===== src/rtl/keypad_pkg.sv =====
// keypad_pkg: shared definitions for the keypad entry controller.
//   - Key codes for the non-digit actions (backspace, clear, enter).
//   - State encoding of the entry FSM. The same values appear on the
//     controller's state output.
//   - Helper functions that classify a decoded key code.
package keypad_pkg;

  localparam logic [3:0] KEY_BS  = 4'hA;
  localparam logic [3:0] KEY_CLR = 4'hB;
  localparam logic [3:0] KEY_ENT = 4'hC;

  localparam logic [1:0] ST_IDLE  = 2'b00;
  localparam logic [1:0] ST_ENTRY = 2'b01;
  localparam logic [1:0] ST_HOLD  = 2'b10;

  function automatic logic is_digit(input logic [3:0] code);
    return (code <= 4'd9);
  endfunction

  // Codes 0x0..0xC map to an action. 0xD..0xF are treated as if no key
  // had been pressed.
  function automatic logic is_action(input logic [3:0] code);
    return (code <= KEY_ENT);
  endfunction

endpackage


===== src/rtl/key_event_detect.sv =====
// key_event_detect: turns the keypad scanner's key-held level into a
// single-cycle event.
//   clk         : system clock, rising edge
//   rst         : asynchronous reset, active-low
//   key_pressed : key-held level from the scanner
//   key_code    : decoded key, valid while key_pressed=1
//   key_event   : high for one cycle, the cycle after the 0->1 transition
//   event_code  : key_code captured on the edge that saw the transition
// A held key yields exactly one event. The level has to drop and rise
// again before the next event is produced.
module key_event_detect
  import keypad_pkg::*;
(
  input  logic       clk,
  input  logic       rst,
  input  logic       key_pressed,
  input  logic [3:0] key_code,
  output logic       key_event,
  output logic [3:0] event_code
);

  logic pressed_q;

  always_ff @(posedge clk or negedge rst) begin
    if (!rst) begin
      pressed_q  <= 1'b0;
      key_event  <= 1'b0;
      event_code <= 4'h0;
    end else begin
      pressed_q <= key_pressed;
      key_event <= key_pressed & ~pressed_q;
      if (key_pressed && !pressed_q) begin
        event_code <= key_code;
      end
    end
  end

endmodule


===== src/rtl/keypad_entry_ctrl.sv =====
// keypad_entry_ctrl: converts keypad events into a 4-digit BCD entry that
// is shown on a display.
//   clk         : system clock, rising edge
//   rst         : asynchronous reset, active-low
//   key_code    : decoded key from the scanner
//   key_pressed : key-held level from the scanner
//   digit4..1   : display nibbles. digit1 holds the newest entry.
//   blank       : per-digit blank mask (bit3=digit4). A 1 marks an unused position.
//   digit_count : number of digits entered, 0..4
//   entry_value : BCD value captured on enter. It is held until the next enter.
//   entry_done  : one-cycle pulse when entry_value updates
//   state       : FSM state (00 IDLE, 01 ENTRY, 10 HOLD)
// Handshake: there is no backpressure. key_event is a one-cycle strobe
// that qualifies event_code, and entry_done is a one-cycle strobe that
// qualifies entry_value.
module keypad_entry_ctrl
  import keypad_pkg::*;
#(
  parameter int HOLD_CYCLES    = 25_000_000,
  parameter int TIMEOUT_CYCLES = 250_000_000,
  parameter int CNT_W          = 28
) (
  input  logic        clk,
  input  logic        rst,
  input  logic [3:0]  key_code,
  input  logic        key_pressed,
  output logic [3:0]  digit4,
  output logic [3:0]  digit3,
  output logic [3:0]  digit2,
  output logic [3:0]  digit1,
  output logic [3:0]  blank,
  output logic [2:0]  digit_count,
  output logic [15:0] entry_value,
  output logic        entry_done,
  output logic [1:0]  state
);

  localparam logic [CNT_W-1:0] HOLD_LAST    = CNT_W'(HOLD_CYCLES - 1);
  localparam logic [CNT_W-1:0] TIMEOUT_LAST = CNT_W'(TIMEOUT_CYCLES - 1);
  localparam logic [CNT_W-1:0] TIMER_MAX    = '1;

  logic       key_event;
  logic [3:0] event_code;

  key_event_detect u_key_event_detect (
    .clk        (clk),
    .rst        (rst),
    .key_pressed(key_pressed),
    .key_code   (key_code),
    .key_event  (key_event),
    .event_code (event_code)
  );

  logic [15:0]      digits, digits_n;
  logic [3:0]       blank_n;
  logic [2:0]       count_n;
  logic [1:0]       state_n;
  logic [CNT_W-1:0] timer, timer_n;
  logic [15:0]      value_n;
  logic             done_n;
  logic             act;

  // Only codes 0x0..0xC count as events. Ignored codes leave the timer running.
  assign act = key_event & is_action(event_code);

  always_comb begin
    digits_n = digits;
    blank_n  = blank;
    count_n  = digit_count;
    state_n  = state;
    timer_n  = (timer == TIMER_MAX) ? timer : timer + 1'b1;
    value_n  = entry_value;
    done_n   = 1'b0;
    case (state)
      ST_IDLE: begin
        timer_n = '0;
        if (act && is_digit(event_code)) begin
          digits_n = {12'h000, event_code};
          blank_n  = 4'b1110;
          count_n  = 3'd1;
          state_n  = ST_ENTRY;
        end
      end
      ST_ENTRY: begin
        // A key event wins over a timeout that expires in the same cycle.
        if (act) begin
          timer_n = '0;
          if (is_digit(event_code)) begin
            if (digit_count < 3'd4) begin
              digits_n = {digits[11:0], event_code};
              blank_n  = {blank[2:0], 1'b0};
              count_n  = digit_count + 3'd1;
            end
          end else if (event_code == KEY_BS) begin
            digits_n = {4'h0, digits[15:4]};
            blank_n  = {1'b1, blank[3:1]};
            count_n  = digit_count - 3'd1;
            if (digit_count == 3'd1) begin
              state_n = ST_IDLE;
            end
          end else if (event_code == KEY_CLR) begin
            digits_n = 16'h0000;
            blank_n  = 4'b1111;
            count_n  = 3'd0;
            state_n  = ST_IDLE;
          end else begin
            // Enter. Unused positions already hold 0 because shifts bring in zeros.
            value_n = digits;
            done_n  = 1'b1;
            state_n = ST_HOLD;
          end
        end else if (timer == TIMEOUT_LAST) begin
          digits_n = 16'h0000;
          blank_n  = 4'b1111;
          count_n  = 3'd0;
          state_n  = ST_IDLE;
          timer_n  = '0;
        end
      end
      ST_HOLD: begin
        if (timer == HOLD_LAST) begin
          digits_n = 16'h0000;
          blank_n  = 4'b1111;
          count_n  = 3'd0;
          state_n  = ST_IDLE;
          timer_n  = '0;
        end
      end
      default: begin
        digits_n = 16'h0000;
        blank_n  = 4'b1111;
        count_n  = 3'd0;
        state_n  = ST_IDLE;
        timer_n  = '0;
      end
    endcase
  end

  always_ff @(posedge clk or negedge rst) begin
    if (!rst) begin
      digits      <= 16'h0000;
      blank       <= 4'b1111;
      digit_count <= 3'd0;
      state       <= ST_IDLE;
      timer       <= '0;
      entry_value <= 16'h0000;
      entry_done  <= 1'b0;
    end else begin
      digits      <= digits_n;
      blank       <= blank_n;
      digit_count <= count_n;
      state       <= state_n;
      timer       <= timer_n;
      entry_value <= value_n;
      entry_done  <= done_n;
    end
  end

  assign digit4 = digits[15:12];
  assign digit3 = digits[11:8];
  assign digit2 = digits[7:4];
  assign digit1 = digits[3:0];

endmodule


===== config.mk =====
export PLATFORM = sky130hd
export DESIGN_NAME = keypad_entry_ctrl
export DESIGN_NICKNAME = d
export VERILOG_FILES = /design/src/rtl/keypad_pkg.sv /design/src/rtl/key_event_detect.sv /design/src/rtl/keypad_entry_ctrl.sv
export SDC_FILE = /design/constraint.sdc
export NUM_CORES = 1
export LEC_CHECK = 0
export ABC_CLOCK_PERIOD_IN_PS = 4100
export BUFFER_PORTS_ARGS = -buffer_cell sky130_fd_sc_hd__clkbuf_2
export CORE_MARGIN = 5
export CORE_UTILIZATION = 35
export DETAILED_ROUTE_END_ITERATION = 12
export SYNTH_ARGS = -nofsm -noshare
export SYNTH_HDL_FRONTEND = slang
export SYNTH_SLANG_ARGS = --single-unit

===== constraint.sdc =====
create_clock -name clk -period 4.1 [get_ports clk]
set_input_delay 0.82 -clock clk [delete_from_list [all_inputs] [get_ports clk]]
set_output_delay 0.82 -clock clk [all_outputs]
set_load 0.05 [all_outputs]

; After elaboration in Yosys (flattened, before gate mapping)
; Cells that the tools add are included.
[word_totals]
reg_bits = 76
output_inout_bits = 42
in_bits = 7
word_cells = 90
[classes]
reduce_logical = 7
muxes = 46
add_sub_neg = 3
bitwise = 6
magnitude_cmp = 3
eq_ne = 15
[ops]
columns = operator, count
row1 = 16-bit 2-to-1 mux, 8
row2 = 28-bit 2-to-1 mux, 4
row3 = "28-bit equality test, second input constant", 2
row4 = 28-bit case mux with 2 select lines, 1
row5 = 16-bit case mux with 3 select lines, 1
row6 = 4-bit 2-to-1 mux, 8
row7 = "28-bit by 1-bit adder with 28-bit output, second input constant", 1
row8 = "28-bit by 25-bit equality test with 1-bit output, second input constant", 1
row9 = 3-bit 2-to-1 mux, 8
row10 = 2-bit 2-to-1 mux, 8
row11 = 5-bit AND reduction, 3
row12 = 4-bit case mux with 3 select lines, 1
row13 = 3-bit case mux with 3 select lines, 1
row14 = "4-bit equality test, second input constant", 2
row15 = "4-bit <= comparator, second input constant", 2
row16 = "4-bit inequality test, second input constant", 2
row17 = "3-bit inequality test, second input constant", 2
row18 = 2-bit case mux with 3 select lines, 1
row19 = 1-bit 2-to-1 mux, 5
row20 = "5-bit inequality test, second input constant", 1
row21 = "2-bit inequality test, second input constant", 2
row22 = 1-bit inverter, 4
row23 = "3-bit by 1-bit adder with 3-bit output, second input constant", 1
row24 = "3-bit by 1-bit equality test with 1-bit output, second input constant", 1
row25 = 8 further kinds, 10

; Longest topological paths before layout
[depth]
word_depth = 6
ltp_mapped = 9
depth_no_buf = 8

; Modules after synthesis
; From an unflattened synthesis, not the netlist that was laid out.
[hier_totals]
hier_cells = 348
area_unflattened_um2 = 3876.2
[modules_own_cells]
columns = module, cells_per_inst, area_each_um2, n_inst, seq_area_each_um2
row1 = keypad_entry_ctrl, 336, 3641.0, 1, 1756.7
row2 = key_event_detect, 12, 235.2, 1, 150.1

; Least setup slack after synthesis
; No wires, ideal clock.
[synth_timing]
path_kind = register to register
start = register state[1]
end = register digits[0]
arrival_time_ns = 2.432
setup_time_ns = 0.125
stages_incl_launch_ff = 9
period_less_slack_ns = 2.557
path_buffers = 1
required_time_ns = 3.975
path_slack_ns = 1.543
cell_sequence = dfrtp_1 -> inv_1 -> ha_1 -> nand2_1 -> and2b_2 -> a221o_2 -> nor3_4 -> buf_8 -> mux2_4
[synth_between]
elab_chain_len = 3
word_cells_on_any_way = 10
classes_between = eq/ne: 7 / mux: 1 / reduce/logical: 2
[synth_lines]
columns = element, line
row1 = start: declaration, keypad_entry_ctrl.sv:35  ; output logic [1:0] state
row2 = start signal: assignment, keypad_entry_ctrl.sv:152  ; state <= state_n;
row3 = "2-bit by 1-bit equality test with 1-bit output, or another cell as far along", keypad_entry_ctrl.sv:74  ; case (state)
row4 = "5-bit inequality test (no source line), or another cell as far along", n/a
row5 = 5-bit AND reduction (no source line), n/a
row6 = end signal: assignment, keypad_entry_ctrl.sv:149  ; digits <= digits_n;
row7 = end: declaration, keypad_entry_ctrl.sv:54  ; logic [15:0] digits, digits_n;
; Several ways; a longest one is shown, not always the timed one.
; A chain may end at the register's enable or synchronous reset.

; Final worst setup path
[layout_timing]
start = register state[1]
end = register digits[10]
; The elaborated chain is that of the path after synthesis.

==> metrics.csv <==
stage,metric,value,unit
synthesis,Netlist Area Pre-Place,3980,um^2
routing,final antenna-violating net count,0,
power,sequential power share,34.8,%
setup_path,kind of critical path,flip-flop to flip-flop,
global_routing,vias in the first global route,3029,
setup_path,Critical Path Source Type,flip-flop,
cts,"Clk pin slew, worst setup/hold paths",0.06,ns
sta,portion of the clock cycle consumed by the worst path in the final layout,74.5,%
cells_and_area,fillers,1105,
sta,setup violators final,0,
synthesis,area share of the largest cell type after synthesis,45.3,%
synthesis,sequential share of the synthesized area,47.9,%
synthesis,async set or reset register ratio after synthesis,100,%
cts,H-tree depth,3,
cts,hold-fix buffers at CTS,0,
die,Initial Util,35.3,%
synthesis,most area-consuming cells after synthesis,"sky130_fd_sc_hd__dfrtp_1, sky130_fd_sc_hd__nand2_1, sky130_fd_sc_hd__mux2_4",
setup_path,"Max stage delay cell, worst path",sky130_fd_sc_hd__dfrtp_1,
routing,Pre-Repair DR Iteration Count,4,
power,total internal power,1.61,mW
power,total power,2.59,mW
sta,crit path time final,3.06,ns
sta,final count of hold timing violations,0,
global_routing,residual overflow from global routing,0,
cts,Post CTS Setup Buffer Count,0,
place,total half-perimeter wirelength after legalization and detailed placement,6410,um
sta,Pins Over Slew Limit,0,
cells_and_area,ant diodes,0,
setup_path,"critical path, cell by cell",inv_1 > ha_1 > nand2_1 > or4_1 > buf_4 > inv_1 > a221o_2 > nor3_4 > buf_4 > mux2_4,
sta,Post-Route Hold Slack,0.469,ns
power,part of the power in the clock network,30.5,%
power,net switching component of the power,0.978,mW
cells_and_area,final layout net count,454,
routing,wire per inst,15.9,um
setup_path,peak fanout along the critical path,22,
place,post-placement cell count,572,
setup_path,launch point of the worst reg-to-reg path,state[1],
global_routing,global-route wire length before repair,15900,um
status,result of the run,finished clean,
setup_path,CP Launch Point,state[1],
die,number of top-level design ports,49,
routing,total number of vias,3151,
power,Peak VDD IR,0.000333,V
power,Cell Pwr Density,561,nW/um^2
cells_and_area,layout overhead on the synthesized area,16.1,%
synthesis,"flops & latches, synth",76,
synthesis,most area-hungry cell type in the Yosys netlist,sky130_fd_sc_hd__dfrtp_1,
cts,number of gates resized after CTS,0,
cts,CTS max path bufs,2,
die,area enclosed by the die boundary,13600,um^2
setup_path,Critical Path Sink Type,flip-flop,
cells_and_area,post-layout instance area,4620,um^2
hold_path,Hold Crit Start,u_key_event_detect.pressed_q,
routing,first-iteration detailed-routing DRC count,168,
synthesis,Avg Inst Size Synth,10.1,um^2
synthesis,Most used DFF post-synth,sky130_fd_sc_hd__dfrtp_1,
hold_path,Worst Hold Class,flip-flop to flip-flop,
synthesis,synthesized instance count,394,
power,fraction of power consumed by combinational cells,34.7,%
global_routing,Overall Global Routing Usage,14.8,%
synthesis,number of synthesis warnings,0,
sta,slew at the pin closest to its max-slew limit,0.982,ns
sta,worst max-slew margin expressed relative to the limit,34.6,%
synthesis,number of synthesized flops with an enable pin,0,
place,cell area after placement,4320,um^2
cts,CTS tree,done,
power,switch share,37.8,%
sta,maximum clock skew at final layout,0.00653,ns
die,placeable core region,11300,um^2
die,die height,117,um
setup_path,required time reported for the critical path endpoint,4.33,ns
sta,Total Neg Setup Slack,0,ns
job,max-capacitance violation count,0,
cts,CTS Sinks,76,
routing,detail-routed via count per cell,5.36,
die,Die Wd,117,um
setup_path,Worst Path Arrival,3.28,ns
global_routing,maximum number of pins on one net before global-route repair,77,
synthesis,number of distinct library cells after synthesis,57,
global_routing,initial antenna violation count,0,
die,standard-cell rows,39,
synthesis,number of nets produced by synthesis,408,
sta,maximum operating frequency,327,MHz
routing,Detailed Route WL,9320,um
cells_and_area,"Cell Count, Final, Fillers Out",588,
place,RePlAce Congestion,0.805,
cts,Worst-Skew Late Latency,0.34,ns
setup_path,Max stage delay on crit path,0.40,ns
routing,number of remaining DRC errors,0,
cts,number of CTS-inserted buffers,9,
cts,root buffer selected by CTS,sky130_fd_sc_hd__clkbuf_16,
power,leakage power,2.03,nW
place,port bufs,48,
cells_and_area,layout cells sized above 1,23.4,%
sta,setup repair after global routing missed its margin,no,
-- worst paths after layout --
| check | end | slack, ns | cells past startpoint |
|---|---|---|---|
| worst min register to register | u_key_event_detect.key_event | 0.47 | 1 |
| worst max-delay path | digits[10] | 1.04 | 10 |
| worst max register to register | digits[10] | 1.04 | 10 |
| min in group asynchronous | timer[2] | 0.63 | 1 |
| worst min-delay path | u_key_event_detect.key_event | 0.47 | 1 |
| max in group asynchronous | timer[22] | 2.83 | 1 |
-- state kept, by name, summed over array words and instances, names as in the netlist --
name and count:
state 2, entry_done 1, digit_count 3, timer 28
u_key_event_detect.event_code 4, blank 4, digits 16, u_key_event_detect.pressed_q 1
entry_value 16, u_key_event_detect.key_event 1
-- cell usage after synthesis, types with 5 or more instances --
cell type,number
sky130_fd_sc_hd__dfrtp_1,72
sky130_fd_sc_hd__nand2_1,67
sky130_fd_sc_hd__o21ai_0,23
sky130_fd_sc_hd__nor2_1,19
sky130_fd_sc_hd__a21oi_1,18
sky130_fd_sc_hd__inv_1,17
sky130_fd_sc_hd__mux2_4,14
sky130_fd_sc_hd__nand3_1,14
sky130_fd_sc_hd__or3_1,11
sky130_fd_sc_hd__mux2i_1,10
sky130_fd_sc_hd__nand4_1,10
sky130_fd_sc_hd__clkbuf_1,8
sky130_fd_sc_hd__ha_1,7
sky130_fd_sc_hd__mux2_2,6
sky130_fd_sc_hd__o31ai_1,6
sky130_fd_sc_hd__or4_1,6
sky130_fd_sc_hd__a22o_1,5
sky130_fd_sc_hd__buf_2,5
sky130_fd_sc_hd__nor3_1,5
sky130_fd_sc_hd__nor4bb_1,5
-- power groups by stage --
| stage | sequential, mW | clock, mW | combinational (mW) |
|---|---|---|---|
| floorplan | 1.09 | 0 | 0.561 |
| global placement | 0.909 | 0 | 0.900 |
| detailed placement | 0.913 | 0 | 0.901 |
| CTS | 0.901 | 0.814 | 0.906 |
| global route | 0.913 | 0.854 | 0.962 |
| finish | 0.901 | 0.790 | 0.897 |
-- placed cells by master, fill, tap and decap left out, types with 4 or more instances in the layout --
cell                        synthesis  routed
sky130_fd_sc_hd__nor4bb_1           5       5
sky130_fd_sc_hd__o31ai_1            6       6
sky130_fd_sc_hd__dfrtp_1           72      72
sky130_fd_sc_hd__nand2_1           67      67
sky130_fd_sc_hd__a211oi_1           4       4
sky130_fd_sc_hd__dfstp_2            4       4
sky130_fd_sc_hd__or4_1              6       6
sky130_fd_sc_hd__mux2_2             6       6
sky130_fd_sc_hd__clkbuf_16          0       9
sky130_fd_sc_hd__inv_1             17      17
sky130_fd_sc_hd__mux2_4            14      14
sky130_fd_sc_hd__a22o_1             5       5
sky130_fd_sc_hd__ha_1               7       7
sky130_fd_sc_hd__a21oi_1           18      18
sky130_fd_sc_hd__or3_1             11      11
sky130_fd_sc_hd__buf_4              0       5
sky130_fd_sc_hd__clkbuf_2           0      47
sky130_fd_sc_hd__xnor2_1            4       4
sky130_fd_sc_hd__nand4_1           10      10
sky130_fd_sc_hd__nor2_1            19      19
sky130_fd_sc_hd__and3_1             4       4
sky130_fd_sc_hd__o21ai_0           23      23
sky130_fd_sc_hd__nor3_1             5       5
sky130_fd_sc_hd__nand3_1           14      14
sky130_fd_sc_hd__mux2i_1           10      10
-- final cells by class --
cell class	count	area (um^2)	share of cell area, %
sequential	76	1910	41.3
tap	143	179	3.87
inverter	17	63.8	1.38
timing repair buffer	52	273	5.91
clock buffer	11	233	5.04
clock inverter	5	62.6	1.35
multi-input combinational	284	1900	41.2
-- metal layers --
layer	vias up	track usage (%)	routed length [um]
met4	0	5.05	105
met5	-	0	0
met2	79	22.7	4340
li1	1522	-	-
met1	1537	20.0	4380
met3	13	4.72	489
-- critical path: cells and delay by family, from the launching register on --
family,cells,cell delay [ns]
adders and majority gates,1,0.25
DFF,1,0.40
buffers and inverters,4,0.94
muxes,1,0.33
AOI/OAI and AO/OA,1,0.39
and+or+nand+nor,3,0.61
-- stage by stage --
step                      worst slack, ns  utilization, %
final                                1.04            41.0
after global routing                0.850            41.0
after CTS                            1.02            41.0
after detailed placement             1.05            38.4
after global placement               1.18            38.4
after floorplan                      1.54               -
-- logic make-up (layout without fill, tap and decap cells) --
family                   count (synthesis)  count (layout)  share of synthesized area [%]
buffers and inverters                   34              85                           4.31
adder cells (fa/ha/maj)                  7               7                           2.20
AO/OA/AOI/OAI                           77              77                           12.4
flip-flops                              76              76                           47.9
XOR/XNOR                                 5               5                           1.10
multiplexers                            30              30                           9.50
AND/OR/NAND/NOR                        165             165                           22.6
No activity file was read; power rests on OpenSTA's default activity.
